**src/rtl/swd_xfer_engine.sv**
```systemverilog
// SWD transaction engine: serialises one host request into a complete SWD packet
// (header, turnarounds, ACK, data, parity, idle tail), retrying on WAIT, or emits a line reset.
module swd_xfer_engine #(
  parameter int unsigned DATA_W    = 32,
  parameter int unsigned TURN_W    = 1,
  parameter int unsigned CLK_DIV   = 2,
  parameter int unsigned MAX_RETRY = 4,
  parameter int unsigned IDLE_BITS = 2,
  parameter int unsigned LRST_HI   = 56
) (
  input  logic              sck,
  input  logic              rst,
  input  logic              req_valid,
  output logic              req_ready,
  input  logic              req_lrst,
  input  logic              req_apndp,
  input  logic              req_rnw,
  input  logic [1:0]        req_addr,
  input  logic [DATA_W-1:0] req_wdata,
  output logic              rsp_valid,
  output logic [2:0]        rsp_ack,
  output logic [DATA_W-1:0] rsp_rdata,
  output logic              rsp_perr,
  output logic [3:0]        rsp_retries,
  output logic              swclk,
  output logic              swdio_o,
  output logic              swdio_oe,
  input  logic              swdio_i
);
  localparam int unsigned MaxA    = (LRST_HI > DATA_W + 1) ? LRST_HI : DATA_W + 1;
  localparam int unsigned MaxBits = (MaxA > IDLE_BITS) ? MaxA : IDLE_BITS;
  localparam int unsigned CntW    = $clog2(MaxBits + 1);
  localparam int unsigned DivW    = $clog2(2 * CLK_DIV);
  localparam int unsigned IdxW    = $clog2(DATA_W);
  localparam logic [2:0]  AckOk   = 3'b001;
  localparam logic [2:0]  AckWait = 3'b010;

  typedef enum logic [3:0] {
    StIdle, StLrstHi, StLrstLo, StHdr, StTrn1, StAck, StTrn2,
    StWdata, StRdata, StTrn3, StTail, StDone
  } state_e;

  state_e              r_state;
  state_e              w_state_nxt;
  logic                r_init;
  logic [DivW-1:0]     r_div;
  logic [CntW-1:0]     r_bit;
  logic                r_lrst;
  logic                r_apndp;
  logic                r_rnw;
  logic [1:0]          r_addr;
  logic [DATA_W-1:0]   r_data;
  logic                r_rpar;
  logic [2:0]          r_ack;
  logic [3:0]          r_retry;
  logic [2:0]          r_rsp_ack;
  logic [DATA_W-1:0]   r_rsp_rdata;
  logic                r_rsp_perr;
  logic [3:0]          r_rsp_retries;

  logic                w_busy;
  logic                w_accept;
  logic                w_bit_end;
  logic                w_sample;
  logic                w_last;
  logic                w_ok_rd;
  logic [CntW-1:0]     w_len;
  logic [7:0]          w_hdr;

  assign w_busy    = (r_state != StIdle) && (r_state != StDone);
  assign w_accept  = req_valid && req_ready;
  assign w_bit_end = w_busy && (r_div == DivW'(2 * CLK_DIV - 1));
  assign w_sample  = w_busy && (r_div == DivW'(CLK_DIV - 1));
  assign w_last    = w_bit_end && (r_bit == w_len - CntW'(1));
  assign w_ok_rd   = !r_lrst && (r_ack == AckOk) && r_rnw;
  // LSB goes out first: start, APnDP, RnW, A2, A3, parity, stop, park
  assign w_hdr     = {1'b1, 1'b0, ^{r_apndp, r_rnw, r_addr}, r_addr[1], r_addr[0],
                      r_rnw, r_apndp, 1'b1};

  assign req_ready   = (r_state == StIdle) && !r_init;
  assign rsp_valid   = (r_state == StDone);
  assign swclk       = w_busy && (r_div >= DivW'(CLK_DIV));
  assign rsp_ack     = r_rsp_ack;
  assign rsp_rdata   = r_rsp_rdata;
  assign rsp_perr    = r_rsp_perr;
  assign rsp_retries = r_rsp_retries;

  always_comb begin
    w_len = CntW'(1);
    unique case (r_state)
      StLrstHi:                 w_len = CntW'(LRST_HI);
      StLrstLo, StTail:         w_len = CntW'(IDLE_BITS);
      StHdr:                    w_len = CntW'(8);
      StTrn1, StTrn2, StTrn3:   w_len = CntW'(TURN_W);
      StAck:                    w_len = CntW'(3);
      StWdata, StRdata:         w_len = CntW'(DATA_W + 1);
      default:                  w_len = CntW'(1);
    endcase
  end

  always_comb begin
    w_state_nxt = r_state;
    unique case (r_state)
      StIdle:   if (w_accept) w_state_nxt = req_lrst ? StLrstHi : StHdr;
      StLrstHi: if (w_last) w_state_nxt = StLrstLo;
      StLrstLo: if (w_last) w_state_nxt = StDone;
      StHdr:    if (w_last) w_state_nxt = StTrn1;
      StTrn1:   if (w_last) w_state_nxt = StAck;
      StAck:    if (w_last) w_state_nxt = ((r_ack == AckOk) && r_rnw) ? StRdata : StTrn2;
      StTrn2:   if (w_last) w_state_nxt = (r_ack == AckOk) ? StWdata : StTail;
      StWdata:  if (w_last) w_state_nxt = StTail;
      StRdata:  if (w_last) w_state_nxt = StTrn3;
      StTrn3:   if (w_last) w_state_nxt = StTail;
      StTail: begin
        if (w_last) begin
          w_state_nxt = ((r_ack == AckWait) && (r_retry < 4'(MAX_RETRY))) ? StHdr : StDone;
        end
      end
      StDone:   w_state_nxt = StIdle;
      default:  w_state_nxt = StIdle;
    endcase
  end

  always_comb begin
    swdio_oe = 1'b0;
    swdio_o  = 1'b0;
    unique case (r_state)
      StIdle:                   swdio_oe = !r_init;
      StLrstHi: begin
        swdio_oe = 1'b1;
        swdio_o  = 1'b1;
      end
      StLrstLo, StTail, StDone: swdio_oe = 1'b1;
      StHdr: begin
        swdio_oe = 1'b1;
        swdio_o  = w_hdr[r_bit[2:0]];
      end
      StWdata: begin
        swdio_oe = 1'b1;
        swdio_o  = (r_bit < CntW'(DATA_W)) ? r_data[r_bit[IdxW-1:0]] : ^r_data;
      end
      default: ;
    endcase
  end

  always_ff @(posedge sck) begin
    if (rst) begin
      r_state       <= StIdle;
      r_init        <= 1'b1;
      r_div         <= '0;
      r_bit         <= '0;
      r_lrst        <= 1'b0;
      r_apndp       <= 1'b0;
      r_rnw         <= 1'b0;
      r_addr        <= '0;
      r_data        <= '0;
      r_rpar        <= 1'b0;
      r_ack         <= '0;
      r_retry       <= '0;
      r_rsp_ack     <= '0;
      r_rsp_rdata   <= '0;
      r_rsp_perr    <= 1'b0;
      r_rsp_retries <= '0;
    end else begin
      r_init  <= 1'b0;
      r_state <= w_state_nxt;
      r_div   <= (!w_busy || w_bit_end) ? '0 : r_div + DivW'(1);
      if (!w_busy || w_last) begin
        r_bit <= '0;
      end else if (w_bit_end) begin
        r_bit <= r_bit + CntW'(1);
      end
      if (w_accept) begin
        r_lrst  <= req_lrst;
        r_apndp <= req_apndp;
        r_rnw   <= req_rnw;
        r_addr  <= req_addr;
        r_data  <= req_wdata;
        r_retry <= '0;
      end
      if (w_sample && (r_state == StAck)) begin
        r_ack[r_bit[1:0]] <= swdio_i;
      end
      if (w_sample && (r_state == StRdata)) begin
        if (r_bit < CntW'(DATA_W)) begin
          r_data[r_bit[IdxW-1:0]] <= swdio_i;
        end else begin
          r_rpar <= swdio_i;
        end
      end
      if ((r_state == StTail) && (w_state_nxt == StHdr)) begin
        r_retry <= r_retry + 4'd1;
      end
      // Response fields are captured on entry to DONE and held until the next one
      if ((w_state_nxt == StDone) && (r_state != StDone)) begin
        r_rsp_ack     <= r_lrst ? 3'b000 : r_ack;
        r_rsp_rdata   <= w_ok_rd ? r_data : '0;
        r_rsp_perr    <= w_ok_rd && (r_rpar != ^r_data);
        r_rsp_retries <= r_lrst ? 4'd0 : r_retry;
      end
    end
  end

endmodule

```
**config.mk**
```make
export PLATFORM = sky130hd
export DESIGN_NAME = swd_xfer_engine
export DESIGN_NICKNAME = d
export VERILOG_FILES = /design/src/rtl/swd_xfer_engine.sv
export SDC_FILE = /design/constraint.sdc
export NUM_CORES = 1
export LEC_CHECK = 0
export ABC_AREA = 1
export BUFFER_PORTS_ARGS = -buffer_cell sky130_fd_sc_hd__buf_2
export CORE_MARGIN = 2
export CORE_UTILIZATION = 58
export DETAILED_ROUTE_END_ITERATION = 6
export MAX_ROUTING_LAYER = met4
export PLACE_DENSITY = 0.8
export SYNTH_ARGS = -nofsm -noshare
export SYNTH_HDL_FRONTEND = slang
export SYNTH_SLANG_ARGS = --single-unit
```
**constraint.sdc**
```tcl
create_clock -name sck -period 3.1 [get_ports sck]
set_input_delay 0.155 -clock sck [delete_from_list [all_inputs] [get_ports sck]]
set_output_delay 0.155 -clock sck [all_outputs]
set_load 0.05 [all_outputs]
```
Yosys cells after proc, flatten, opt, wreduce, memory -nomap -nowiden
Memories as Yosys holds them, arrays and structs flattened. A register that Yosys moved wholly into a read port is not among the register bits.
Index checks and enable logic that the tools add are counted.

operators by class
  add/subtract/negate cells = 4
  magnitude comparators = 8
  eq/ne operators = 20
  multiplexer cells = 39
  bitwise logic cells = 1
  reduce and logical (&&, ||, !) cells = 33

operators with widths
  kind                   number
  $mux W32               5
  $mux W4                17
  $pmux W4 S10           1
  $bwmux W32             1
  $reduce_xor A32 Y1     1
  $eq A4 B4 Y1 const B   5
  $logic_and A1 B1 Y1    18
  $eq A4 B3 Y1 const B   4
  $eq A4 B2 Y1 const B   3
  $add A6 B1 Y6 const B  1
  $eq A6 B6 Y1           1
  $lt A5 B6 Y1 const B   1
  $lt A6 B6 Y1 const B   1
  $mux W1                6
  $reduce_or A2 Y1       3
  $reduce_or A6 Y1       1
  $sub A6 B1 Y6 const B  1
  $bmux W1 S5            1
  $demux W1 S5           1
  $ge A5 B1 Y1 const B   1
  $add A4 B1 Y4 const B  1
  $eq A4 B1 Y1 const B   1
  $logic_not A4 Y1       1
  $lt A3 B4 Y1 const B   1
  25 further kinds       28

word-level totals
  bits in registers = 98
  memory bits (read-only) = 80
  input port bits = 41
  output and inout bits = 45
  memories = 1

memory list
  name              depth  width  read ports  clocked after Yosys merged registers in  wr ports  line  RTL
  (name not given)  16     5      1           1                                        0         90    unique case (r_state)

Depth between registers and ports, before layout
  depth after elaboration = 9
  gate-level depth with buffers = 21
  mapped depth without buffers = 20

Worst setup path before layout
No wires, ideal clock.

  kind = reg2reg
  start point = register w_len[0] (netlist name)
  end point = register r_rsp_ack[2], in the netlist rsp_ack[2]
  library setup time = 0.114 ns
  arrival = 2.212 ns
  data required time = 2.986 ns
  slack = 0.773 ns
  stages on the path, launching flop included = 19
  path buffers = 2
  period minus slack after synthesis = 2.327 ns
  path through = dfxtp_1 -> inv_1 -> ha_1 -> ha_1 -> inv_1 -> nand2_1 -> nand2_1 -> nor2_1 -> nand2_1 -> nor2_8 -> nand3_1 -> nand2_1 -> nand3_2 -> a21oi_4 -> nor2_4 -> buf_6 -> buf_6 -> nor2_1 -> nor2_1

on the way
  longest elaborated chain between the ends = 7

RTL lines
  element                          line  RTL
  $sub A6 B1 Y6 (*)                74    assign w_last = w_bit_end && (r_bit == w_len - CntW'(1));
  $eq A6 B6 Y1 (*)                 74
  $logic_and A1 B1 Y1 (*)          74
  $mux W4 (tied with other cells)  115   if (w_last) begin
  $pmux W4 S10 (*)                 103   unique case (r_state)
  $eq A4 B4 Y1 (*)                 195   if ((w_state_nxt == StDone) && (r_state != StDone)) begin
  $logic_and A1 B1 Y1 (*)          195
  end signal, assigned             196   r_rsp_ack <= r_lrst ? 3'b000 : r_ack;
  end, declared                    56    logic [2:0] r_rsp_ack;

Mark *: on every way between the ends. The rest lies on a longest branch, timed or not.
A chain may end at the register's enable or synchronous reset.

Worst setup path in the final report
  start point = register w_len[0] (netlist name)
  end point = register r_rsp_rdata[0], in the netlist rsp_rdata[0]

on the way
  longest elaborated chain between the ends = 7

RTL lines
  element                          line  RTL
  $sub A6 B1 Y6 (*)                74
  $eq A6 B6 Y1 (*)                 74
  $logic_and A1 B1 Y1 (*)          74
  $mux W4 (tied with other cells)  115
  $pmux W4 S10 (*)                 103
  $eq A4 B4 Y1 (*)                 195
  $logic_and A1 B1 Y1 (*)          195
  end signal, assigned             197   r_rsp_rdata <= w_ok_rd ? r_data : '0;
  end, declared                    57    logic [DATA_W-1:0] r_rsp_rdata;

Marks and branches as above.

==> flow_summary.ini <==
[status]
outcome = completed

[place]
port_buffers = 85
pre_cts_ws_ns = 0.112
gp_congestion = 0.940
post_dp_cell_area_sq_mm = 0.00684
dpl.cell_count = 1191
hpwl_um = 12300

[pwr]
leakagePower_nw = 3.29
power_density_mw_per_mm2 = 397
ir_drop_uv = 287

[layout]
register_area_sq_mm = 0.00206
multi_input_area_sq_mm = 0.00371
drive_above_1_share_pct = 14.2
nFillCells = 1061
fin_area_sq_mm = 0.00709
syn2layout_area_growth_pct = 12.5
antenna-diode-count = 0
nets = 1117
finalNonFillerCells = 1211

[cts]
path_clk_slew_ns = 0.11
clockRootBuffer = clkbuf_8
cts_num_sinks = 103
clk_latency_ns = 0.39
cts_tree = yes
cts_buffers = 9
clk_path_buf_depth = 2
htree_levels = 3

[sta]
slew_headroom_pct = 44.3
setup_viol_count_final = 0
setup_slack_ns = 0.309
skew_ns = 0.0174
hold_viol_final = 0
period_share_pct = 90.0
fmaxAchievable_ghz = 0.358
tightest_slew_ns = 0.828
grt_setup_unrepaired = true
period_needed_ns = 2.79
maxSlewViolCount = 0
holdWs_ns = 0.0410

[yosys]
synth_mux_area_share_pct = 0
synth_ff_type = dfxtp_1
synth.top_cell.area_share_pct = 32.7
synth_fa_ha_area_share_pct = 1.99
synthTopCellsByCount = nand2_1 (358), nor2_1 (139), dfxtp_1 (103)
synthXorXnorAreaFrac_pct = 2.64
synth-async-reset-ratio_pct = 0
synth_edf_count = 0
syn_avg_cell_area_sq_um = 6.34
synth.yosys.seq_area_share_pct = 32.7
synth_top_family_by_area = simple AND/OR/NAND/NOR gates
yosys.area_share.simple_pct = 38.9
yosysWarnings = 0
synth_compound_area_share_pct = 15.1
synthesis.nets = 1045
ys_types = 36
yosysMostFrequentCell = nand2_1
synth-seq-cells = 103
syn_inst = 994
syn_area_sq_mm = 0.00630
yosysTopAreaCell = dfxtp_1
synthTopCellsByArea = dfxtp_1 (33%), nand2_1 (21%), nor2_1 (8.3%)

[floorplanning]
pin_count = 86
start_util_pct = 58.9
core_area_sq_mm = 0.0107
die_w_um = 108
die_area_sq_mm = 0.0117
std_cell_rows = 38
die_h_um = 108

[hold_path]
worstHoldEndpoint = r_init
hold_class = in2reg
hold_path_depth = 1
hp-start = rst

[route]
drt_wl_total_um = 17600
first_iter_violations = 431
route.vias.total = 6690
first_pass_iters = 7
final_antenna_net_count = 0
wire_per_inst_um = 14.5
drc = 0
via_per_inst = 5.52

[grt]
antenna_found_initial = 0
grt_max_degree = 40
grt_pass1_vias = 5844
grt-ovfl-total = 0
grt_pass1_wl_um = 28300
gr-usage-all-layers_pct = 31.1

[setup_path]
cp-start-kind = register
crit_top_cell = nand2_1
max_stage_delay_ns = 0.52
rr_startpoint = w_len[0]
critPathMaxFanout = 20
crit_chain = inv_1, ha_1, ha_1, inv_1, nand2_1, nand2_1, nor2_1, nand2_1, nor2_8, nand4_1, nand2_1, inv_2, nand2_2, nand2_2, nor2_4, nor2_1, nor2_1
crit_arrival_ns = 3.12
crit_path_end_kind = register
r2r-end = rsp_rdata[0]
required_ns = 3.42
crit_type = reg2reg
reg2reg_slack_ns = 0.31
r2r_cells = 17
cp_slowest_cell = nor2_4

[flow_run]
maxCapViolCount = 0
per-stage QoR:
stage | utilization, % | TNS, ns | power (W)
floorplan | - | 0 | 0.00180
global placement | 64.0 | 0 | 0.00192
detailed placement | 64.0 | 0 | 0.00193
CTS | 66.1 | 0 | 0.00281
global route | 66.2 | -0.00564 | 0.00295
finish | 66.2 | 0 | 0.00281
worst max path at each step:
stage,start,cells past startpoint,endpoint
2_1_floorplan,w_len[0],18,rsp_ack[2]
6_report,w_len[0],17,rsp_rdata[0]
3_3_place_gp,w_len[0],17,rsp_rdata[22]
3_5_place_dp,w_len[0],17,rsp_rdata[0]
4_1_cts,w_len[0],17,rsp_rdata[0]
5_1_grt,w_len[0],17,rsp_rdata[22]
sequential cells by signal, summed over array words and instances, names as in the netlist:
name,count
rsp_perr,1
r_addr,2
r_ack,3
r_lrst,1
r_rnw,1
rsp_retries,4
r_retry,4
r_state,4
rsp_rdata,32
r_div,2
r_rpar,1
rsp_ack,3
r_data,32
r_apndp,1
r_bit,6
r_init,1
w_len,5
power by group:
part | internal (W) | switching, W | total (W) | leakage [nW]
logic | 0.000184 | 0.000327 | 0.000511 | 2.35
registers | 0.00136 | 0.0000403 | 0.00140 | 0.835
clock network | 0.000383 | 0.000518 | 0.000901 | 0.101
cells by family after synthesis:
kind of cell	after synthesis
simple gates	597
buf+inv	135
compound gates	130
flops	103
xor+xnor	19
fa+ha+maj	10
critical path: cells and delay by family (launching register included):
kind                     cells  cell delay (ns)
AND/OR/NAND/NOR             12             1.67
adder cells (fa/ha/maj)      2             0.52
flip-flops                   1             0.36
buffers and inverters        3             0.15
timing repair:
action,in CTS,in global routing
resized for setup,0,1
endpoints found under the setup margin,0,39
endpoints found under the hold margin,3,0
hold buffers,3,0
buffers inserted,0,0
cell type report:
type / instances / area share, %
Timing Repair Buffer: 107 / 8.62
Clock buffer: 9 / 1.75
Tap cell: 140 / 2.47
Multi-Input combinational cell: 757 / 52.3
Clock inverter: 7 / 1.09
Sequential cell: 103 / 29.1
Inverter: 88 / 4.66
cells in the final DEF, fill, tap and decap left out, types with 10 or more instances in the layout:
| cell type | instances |
|---|---|
| buf_4 | 18 |
| nand3_1 | 70 |
| buf_2 | 85 |
| nor2_1 | 138 |
| nand2_1 | 358 |
| o211ai_1 | 18 |
| nor3_1 | 10 |
| o311a_1 | 32 |
| ha_1 | 10 |
| dfxtp_1 | 103 |
| inv_2 | 13 |
| o21ai_0 | 30 |
| o221ai_1 | 17 |
| a21oi_1 | 25 |
| xor2_1 | 10 |
| inv_1 | 74 |
per-layer routing:
metal / part of all wire [%] / global-route usage, % / vias to the layer above
met3: 6.5 / 5.12 / 33
met5: 0 / - / -
met2: 47 / 49.5 / 240
met4: 2.2 / 9.98 / 0
li1: - / - / 3368
met1: 45 / 40.5 / 3049
(Power assumes the default switching activity.)
